--- src/rtl/sif_loader.sv ---
`timescale 1ns/1ps
// sif_loader: burst initiator driving the X and W ports of the sif storage block.
// Accepts write-X / write-W / read-X burst commands, streams write data onto the
// selected port and returns X read data as a single-cycle-valid output stream.
//
// Optional feature: define SIF_LOADER_RANGE_CHK_EN to reject bursts whose last
// address would pass 2^AW-1; undefined, such bursts wrap to address 0.
//
// Ports:
//   clk, rst                    clock, synchronous active-high reset
//   cmd_valid/cmd_ready         command handshake; cmd_op, cmd_base, cmd_len payload
//   wd_valid/wd_ready, wd_data  write-data stream in
//   rd_valid, rd_data           read-data stream out (no backpressure)
//   busy, done, err             status: burst in progress, completion pulse, reject pulse
//   xa_wr_s, xa_rd_s, xa_addr, xa_data_wr, xa_data_rd   X port
//   wa_wr_s, wa_addr, wa_data_wr                        W port
module sif_loader #(
    parameter int unsigned AW     = 16,
    parameter int unsigned DW     = 16,
    parameter int unsigned LW     = 8,
    parameter int unsigned RD_LAT = 1
) (
    input  logic          clk,
    input  logic          rst,
    input  logic          cmd_valid,
    output logic          cmd_ready,
    input  logic [1:0]    cmd_op,
    input  logic [AW-1:0] cmd_base,
    input  logic [LW-1:0] cmd_len,
    input  logic          wd_valid,
    output logic          wd_ready,
    input  logic [DW-1:0] wd_data,
    output logic          rd_valid,
    output logic [DW-1:0] rd_data,
    output logic          busy,
    output logic          done,
    output logic          err,
    output logic          xa_wr_s,
    output logic          xa_rd_s,
    output logic [AW-1:0] xa_addr,
    output logic [DW-1:0] xa_data_wr,
    input  logic [DW-1:0] xa_data_rd,
    output logic          wa_wr_s,
    output logic [AW-1:0] wa_addr,
    output logic [DW-1:0] wa_data_wr
);

    localparam int unsigned SW = ((AW > LW) ? AW : LW) + 1;

    localparam logic [1:0] OP_WRX = 2'd0;
    localparam logic [1:0] OP_WRW = 2'd1;
    localparam logic [1:0] OP_RDX = 2'd2;
    localparam logic [1:0] OP_RSV = 2'd3;

    typedef enum logic [2:0] {
        S_IDLE,
        S_WR,
        S_RD,
        S_DRAIN,
        S_FIN,
        S_REJ
    } state_t;

    state_t state_q, state_d;

    logic [1:0]        op_q, op_d;
    logic [AW-1:0]     base_q, base_d;
    logic [LW-1:0]     rem_q, rem_d;
    logic [LW-1:0]     idx_q, idx_d;
    logic [RD_LAT-1:0] vpipe_q, vpipe_d;

    logic          cmd_ready_d, wd_ready_d, busy_d, done_d, err_d;
    logic          rd_valid_d;
    logic [DW-1:0] rd_data_d;
    logic          xa_wr_d, xa_rd_d, wa_wr_d;
    logic [AW-1:0] xa_addr_d, wa_addr_d;
    logic [DW-1:0] xa_data_d, wa_data_d;

    logic          accept, hs, range_bad;
    logic [AW-1:0] beat_addr;

    // Burst end-address check: base + len - 1 beyond the top of the address space.
`ifdef SIF_LOADER_RANGE_CHK_EN
    assign range_bad = (SW'(cmd_base) + SW'(cmd_len)) > (SW'(1) << AW);
`else
    assign range_bad = 1'b0;
`endif

    assign accept    = cmd_valid && cmd_ready;
    assign hs        = wd_valid && wd_ready;
    assign beat_addr = base_q + AW'(idx_q);

    // Next-state and next-output logic; every bus output is a flop fed from here.
    always_comb begin
        state_d    = state_q;
        op_d       = op_q;
        base_d     = base_q;
        rem_d      = rem_q;
        idx_d      = idx_q;
        xa_wr_d    = 1'b0;
        xa_rd_d    = 1'b0;
        xa_addr_d  = '0;
        xa_data_d  = '0;
        wa_wr_d    = 1'b0;
        wa_addr_d  = '0;
        wa_data_d  = '0;

        case (state_q)
            S_IDLE: begin
                if (accept) begin
                    op_d   = cmd_op;
                    base_d = cmd_base;
                    rem_d  = cmd_len;
                    idx_d  = '0;
                    if (cmd_op == OP_RSV || range_bad) begin
                        state_d = S_REJ;
                    end else if (cmd_len == '0) begin
                        state_d = S_FIN;
                    end else if (cmd_op == OP_RDX) begin
                        // First read strobe goes out directly in the cycle after accept.
                        state_d   = S_RD;
                        xa_rd_d   = 1'b1;
                        xa_addr_d = cmd_base;
                        rem_d     = cmd_len - LW'(1);
                        idx_d     = LW'(1);
                    end else begin
                        state_d = S_WR;
                    end
                end
            end
            S_WR: begin
                if (hs) begin
                    if (op_q == OP_WRX) begin
                        xa_wr_d   = 1'b1;
                        xa_addr_d = beat_addr;
                        xa_data_d = wd_data;
                    end else if (op_q == OP_WRW) begin
                        wa_wr_d   = 1'b1;
                        wa_addr_d = beat_addr;
                        wa_data_d = wd_data;
                    end
                    rem_d = rem_q - LW'(1);
                    idx_d = idx_q + LW'(1);
                end else if (rem_q == '0) begin
                    // Last strobe is on the bus now; done follows next cycle.
                    state_d = S_FIN;
                end
            end
            S_RD: begin
                if (rem_q != '0) begin
                    xa_rd_d   = 1'b1;
                    xa_addr_d = beat_addr;
                    rem_d     = rem_q - LW'(1);
                    idx_d     = idx_q + LW'(1);
                end else begin
                    state_d = S_DRAIN;
                end
            end
            S_DRAIN: begin
                // Pipe empty means the final beat is on rd_valid this cycle.
                if (vpipe_q == '0) begin
                    state_d = S_FIN;
                end
            end
            S_FIN:   state_d = S_IDLE;
            S_REJ:   state_d = S_IDLE;
            default: state_d = S_IDLE;
        endcase

        cmd_ready_d = (state_d == S_IDLE);
        wd_ready_d  = (state_d == S_WR) && (rem_d != '0);
        busy_d      = (state_d == S_WR) || (state_d == S_RD) || (state_d == S_DRAIN);
        done_d      = (state_d == S_FIN);
        err_d       = (state_d == S_REJ);

        // Read-valid tracker: bit RD_LAT-1 marks xa_data_rd valid this cycle.
        vpipe_d    = (vpipe_q << 1) | RD_LAT'(xa_rd_s);
        rd_valid_d = vpipe_q[RD_LAT-1];
        rd_data_d  = vpipe_q[RD_LAT-1] ? xa_data_rd : '0;
    end

    // State and output registers.
    always_ff @(posedge clk) begin
        if (rst) begin
            state_q    <= S_IDLE;
            op_q       <= '0;
            base_q     <= '0;
            rem_q      <= '0;
            idx_q      <= '0;
            vpipe_q    <= '0;
            cmd_ready  <= 1'b1;
            wd_ready   <= 1'b0;
            busy       <= 1'b0;
            done       <= 1'b0;
            err        <= 1'b0;
            rd_valid   <= 1'b0;
            rd_data    <= '0;
            xa_wr_s    <= 1'b0;
            xa_rd_s    <= 1'b0;
            xa_addr    <= '0;
            xa_data_wr <= '0;
            wa_wr_s    <= 1'b0;
            wa_addr    <= '0;
            wa_data_wr <= '0;
        end else begin
            state_q    <= state_d;
            op_q       <= op_d;
            base_q     <= base_d;
            rem_q      <= rem_d;
            idx_q      <= idx_d;
            vpipe_q    <= vpipe_d;
            cmd_ready  <= cmd_ready_d;
            wd_ready   <= wd_ready_d;
            busy       <= busy_d;
            done       <= done_d;
            err        <= err_d;
            rd_valid   <= rd_valid_d;
            rd_data    <= rd_data_d;
            xa_wr_s    <= xa_wr_d;
            xa_rd_s    <= xa_rd_d;
            xa_addr    <= xa_addr_d;
            xa_data_wr <= xa_data_d;
            wa_wr_s    <= wa_wr_d;
            wa_addr    <= wa_addr_d;
            wa_data_wr <= wa_data_d;
        end
    end

endmodule

--- config.mk ---
export PLATFORM = sky130hd
export DESIGN_NAME = sif_loader
export DESIGN_NICKNAME = d
export VERILOG_FILES = /design/src/rtl/sif_loader.sv
export SDC_FILE = /design/constraint.sdc
export NUM_CORES = 1
export LEC_CHECK = 0
export CORE_MARGIN = 3
export CORE_UTILIZATION = 44
export CTS_BUF_LIST = sky130_fd_sc_hd__clkbuf_2
export DETAILED_ROUTE_END_ITERATION = 6
export GPL_TIMING_DRIVEN = 0
export MAX_ROUTING_LAYER = met4
export PLACE_DENSITY = 0.79
export SKIP_CTS_REPAIR_TIMING = 1
export SYNTH_ARGS = -nofsm -noshare
export SYNTH_HDL_FRONTEND = slang
export SYNTH_SLANG_ARGS = --single-unit
--- constraint.sdc ---
create_clock -name clk -period 2.3 [get_ports clk]
set_input_delay 0.23 -clock clk [delete_from_list [all_inputs] [get_ports clk]]
set_output_delay 0.23 -clock clk [all_outputs]
set_load 0.1 [all_outputs]
==> impl_metrics.json <==
{
  "met2_usage_pct": 36.05,
  "synth_flop_cell": "dfxtp_1",
  "skew_ns": 0.01545,
  "period_needed_ns": 2.257,
  "synthesis.nets": 604,
  "swShare_pct": 38.25,
  "worstSetupStartpointType": "register",
  "final_cell_area_mm2": 0.007313,
  "cts.path.max_buffers": 2,
  "combPwrFrac_pct": 33.4,
  "whs_ns": 0.07120,
  "cts_buffers": 17,
  "cpMaxStageDelayCell": "a2111oi_4",
  "worstPathArrival_ns": 2.85,
  "routed_wl_um": 14160,
  "rows": 38,
  "crit_family": "simple AND/OR/NAND/NOR gates",
  "root_buffer": "clkbuf_2",
  "critical_path_required_ns": 2.90,
  "grt-ovfl-total": 0,
  "coreArea_mm2": 0.01089,
  "final_cell_mix": "dfxtp_1 (119), dlymetal6s2s_1 (91), nand2_1 (62)",
  "drc_errors": 0,
  "seq_power_share_pct": 43.9,
  "clk_pin_slew_ns": 0.18,
  "die_h_um": 112.0,
  "routedWlPerCell_um": 16.56,
  "fin_setup_tns_ns": 0,
  "synth_xor_area_share_pct": 4.253,
  "final-setup-viol-count": 0,
  "final_layout_size_suffix_gt1_share_pct": 11.89,
  "drt-initial-drc-count": 305,
  "power.switching_w": 0.002223,
  "maxCapViolCount": 0,
  "antenna_found_initial": 0,
  "yosysWarnings": 0,
  "diodes": 0,
  "die_w_um": 112.0,
  "grt_pass1_wl_um": 21130,
  "crit_path_cell_trace": "buf_2, nand4b_1, o21ai_1, nand2_1, a2111oi_4, nand4_1, nor3_2, a31oi_1",
  "fp.dieArea_mm2": 0.01254,
  "crit_path_end_kind": "register",
  "clock-sinks": 127,
  "synth_edf_count": 0,
  "dp_cells": 817,
  "critPathMaxStageDelay_ns": 0.40,
  "cts_tree": "built",
  "path_max_fanout": 10,
  "ys_ff_latch": 127,
  "grt_max_degree": 17,
  "p_int_w": 0.003589,
  "leakagePower_nw": 4.379,
  "final_common_cell": "dfxtp_1",
  "status": "finished, final reports clean",
  "yosysSeqAreaShare_pct": 51.44,
  "grt.busiest_layer": "met2",
  "rsz0062_at_grt": "yes",
  "fin_crit_sh_pct": 98.15,
  "grt.met1_usage_pct": 25.50,
  "vias": 4650,
  "fmax_ghz": 0.4430,
  "slew_viol_final": 0,
  "ir_worst_vdd_v": 0.0003691,
  "async_flop_share_pct": 0,
  "first_global_vias": 4328,
  "power.density_mw_per_mm2": 794.6,
  "synth.top_cell.area_share_pct": 51.44,
  "gp_congestion": 0.8997,
  "synth_cell_types": 57,
  "max_slew_margin_pct": 32.53,
  "synth.area.mux_share_pct": 0.6076,
  "crit_type": "register to register",
  "firstDrtPassIters": 5,
  "worst-path-buf-inv": 1,
  "ys_top_cells_by_area": "dfxtp_1 (51%), nand2_1 (4.7%), and2_1 (4.4%)",
  "via_per_inst": 5.439,
  "clock_latency_ns": 0.70,
  "pwr-share-clk_pct": 22.7,
  "fin_nets": 779,
  "dp_hpwl_um": 10290,
  "syn_inst": 528,
  "syn2layout_area_growth_pct": 47.97,
  "instances_no_fill": 855,
  "worstHoldPathType": "input pin to register",
  "synth_simple_gate_area_share_pct": 24.23,
  "h-tree-depth": 4,
  "avgSynthCellArea_um2": 9.360,
  "synth_top_family_by_area": "simple AND/OR/NAND/NOR gates",
  "post-synth-top-area-cell": "dfxtp_1",
  "synth_compound_area_share_pct": 12.43,
  "grt_use_met3_pct": 5.326,
  "dpl-instance-area_mm2": 0.006611,
  "io_pins": 151,
  "worst_pin_slew_ns": 1.010,
  "io_buffers": 149,
  "grt.total_usage_pct": 21.53,
  "antenna_left": 0,
  "timing.final.hold_violations": 0,
  "synth_fa_ha_area_share_pct": 3.696,
  "synth_area_mm2": 0.004942,
  "start_util_pct": 45.39
}
[Yosys cell counts, types with 2 or more instances]
cell type,count
or3_1,4
buf_4,2
nand2_1,62
buf_2,3
nor3b_1,4
nor3_1,19
ha_1,13
nor2_1,35
o22ai_1,12
o21ai_0,15
o41ai_1,2
nor4_1,5
and3_1,22
mux2i_1,3
a211oi_1,5
nor2b_1,12
a31oi_1,3
a21boi_0,2
inv_1,15
dfxtp_1,127
a32oi_1,6
xor2_1,7
a21o_1,3
clkbuf_1,20
nand3_1,6
a21oi_1,31
or4_1,4
and2_1,35
xnor2_1,17
nand4_1,5
nand2b_1,3
[kinds of logic after synthesis]
| kind of cell | count (synthesis) |
|---|---|
| xor+xnor | 24 |
| simple gates | 227 |
| flops | 127 |
| compound gates | 92 |
| buf+inv | 41 |
| fa+ha+maj | 14 |
| mux | 3 |
[per-layer routing]
metal  part of all wire [%]  up-vias
met1                     41     2212
met2                     50      220
met4                    1.9        0
met5                      0        -
met3                    7.0       25
li1                       -     2193
[state kept, by name (all words and copies together), names as in the netlist, 2 cells and up]
name	flops
op_q	2
wa_addr	16
rem_q	8
base_q	16
idx_q	8
wa_data_wr	16
state_q	3
rd_data	16
xa_addr	16
xa_data_wr	16
[stage by stage]
stage                     total power, W  util, %  worst slack, ns
after global routing            0.006098    67.17         -0.03655
after detailed placement        0.004316    60.72          -0.7879
after CTS                       0.005599    62.84          -0.3970
after global placement          0.004279    60.72          -0.7471
after floorplan                 0.003817        -         0.007216
final                           0.005811    67.17          0.04258
[power by group through the flow]
stage	clock network [W]	registers, W	logic [W]
final	0.00132	0.00255	0.00194
after floorplan	0	0.00288	0.000937
after global placement	0	0.00255	0.00173
after CTS	0.00132	0.00251	0.00177
after detailed placement	0	0.00256	0.00175
after global routing	0.00142	0.00257	0.00210
[path summary, 6_finish.rpt]
| path | startpoint | endpoint | slack [ns] | cells after the start |
|---|---|---|---|---|
| max | state_q[1] | wd_ready | 0.04 | 8 |
| min | xa_data_rd[8] | rd_data[8] | 0.07 | 2 |
| max reg2reg | state_q[1] | wd_ready | 0.04 | 8 |
| min reg2reg | xa_rd_s | rd_valid_d | 0.48 | 1 |
[area by class of cell]
class / count / area, µm²
inverters: 16 / 60.06
fillers: 832 / 3575
clock inverters: 14 / 145.1
repair buffers: 156 / 1774
clock buffers: 17 / 85.08
multi-input cells: 360 / 2406
plain buffers: 25 / 112.6
well taps: 140 / 175.2
flip-flops and latches: 127 / 2555
(Power assumes the default switching activity.)
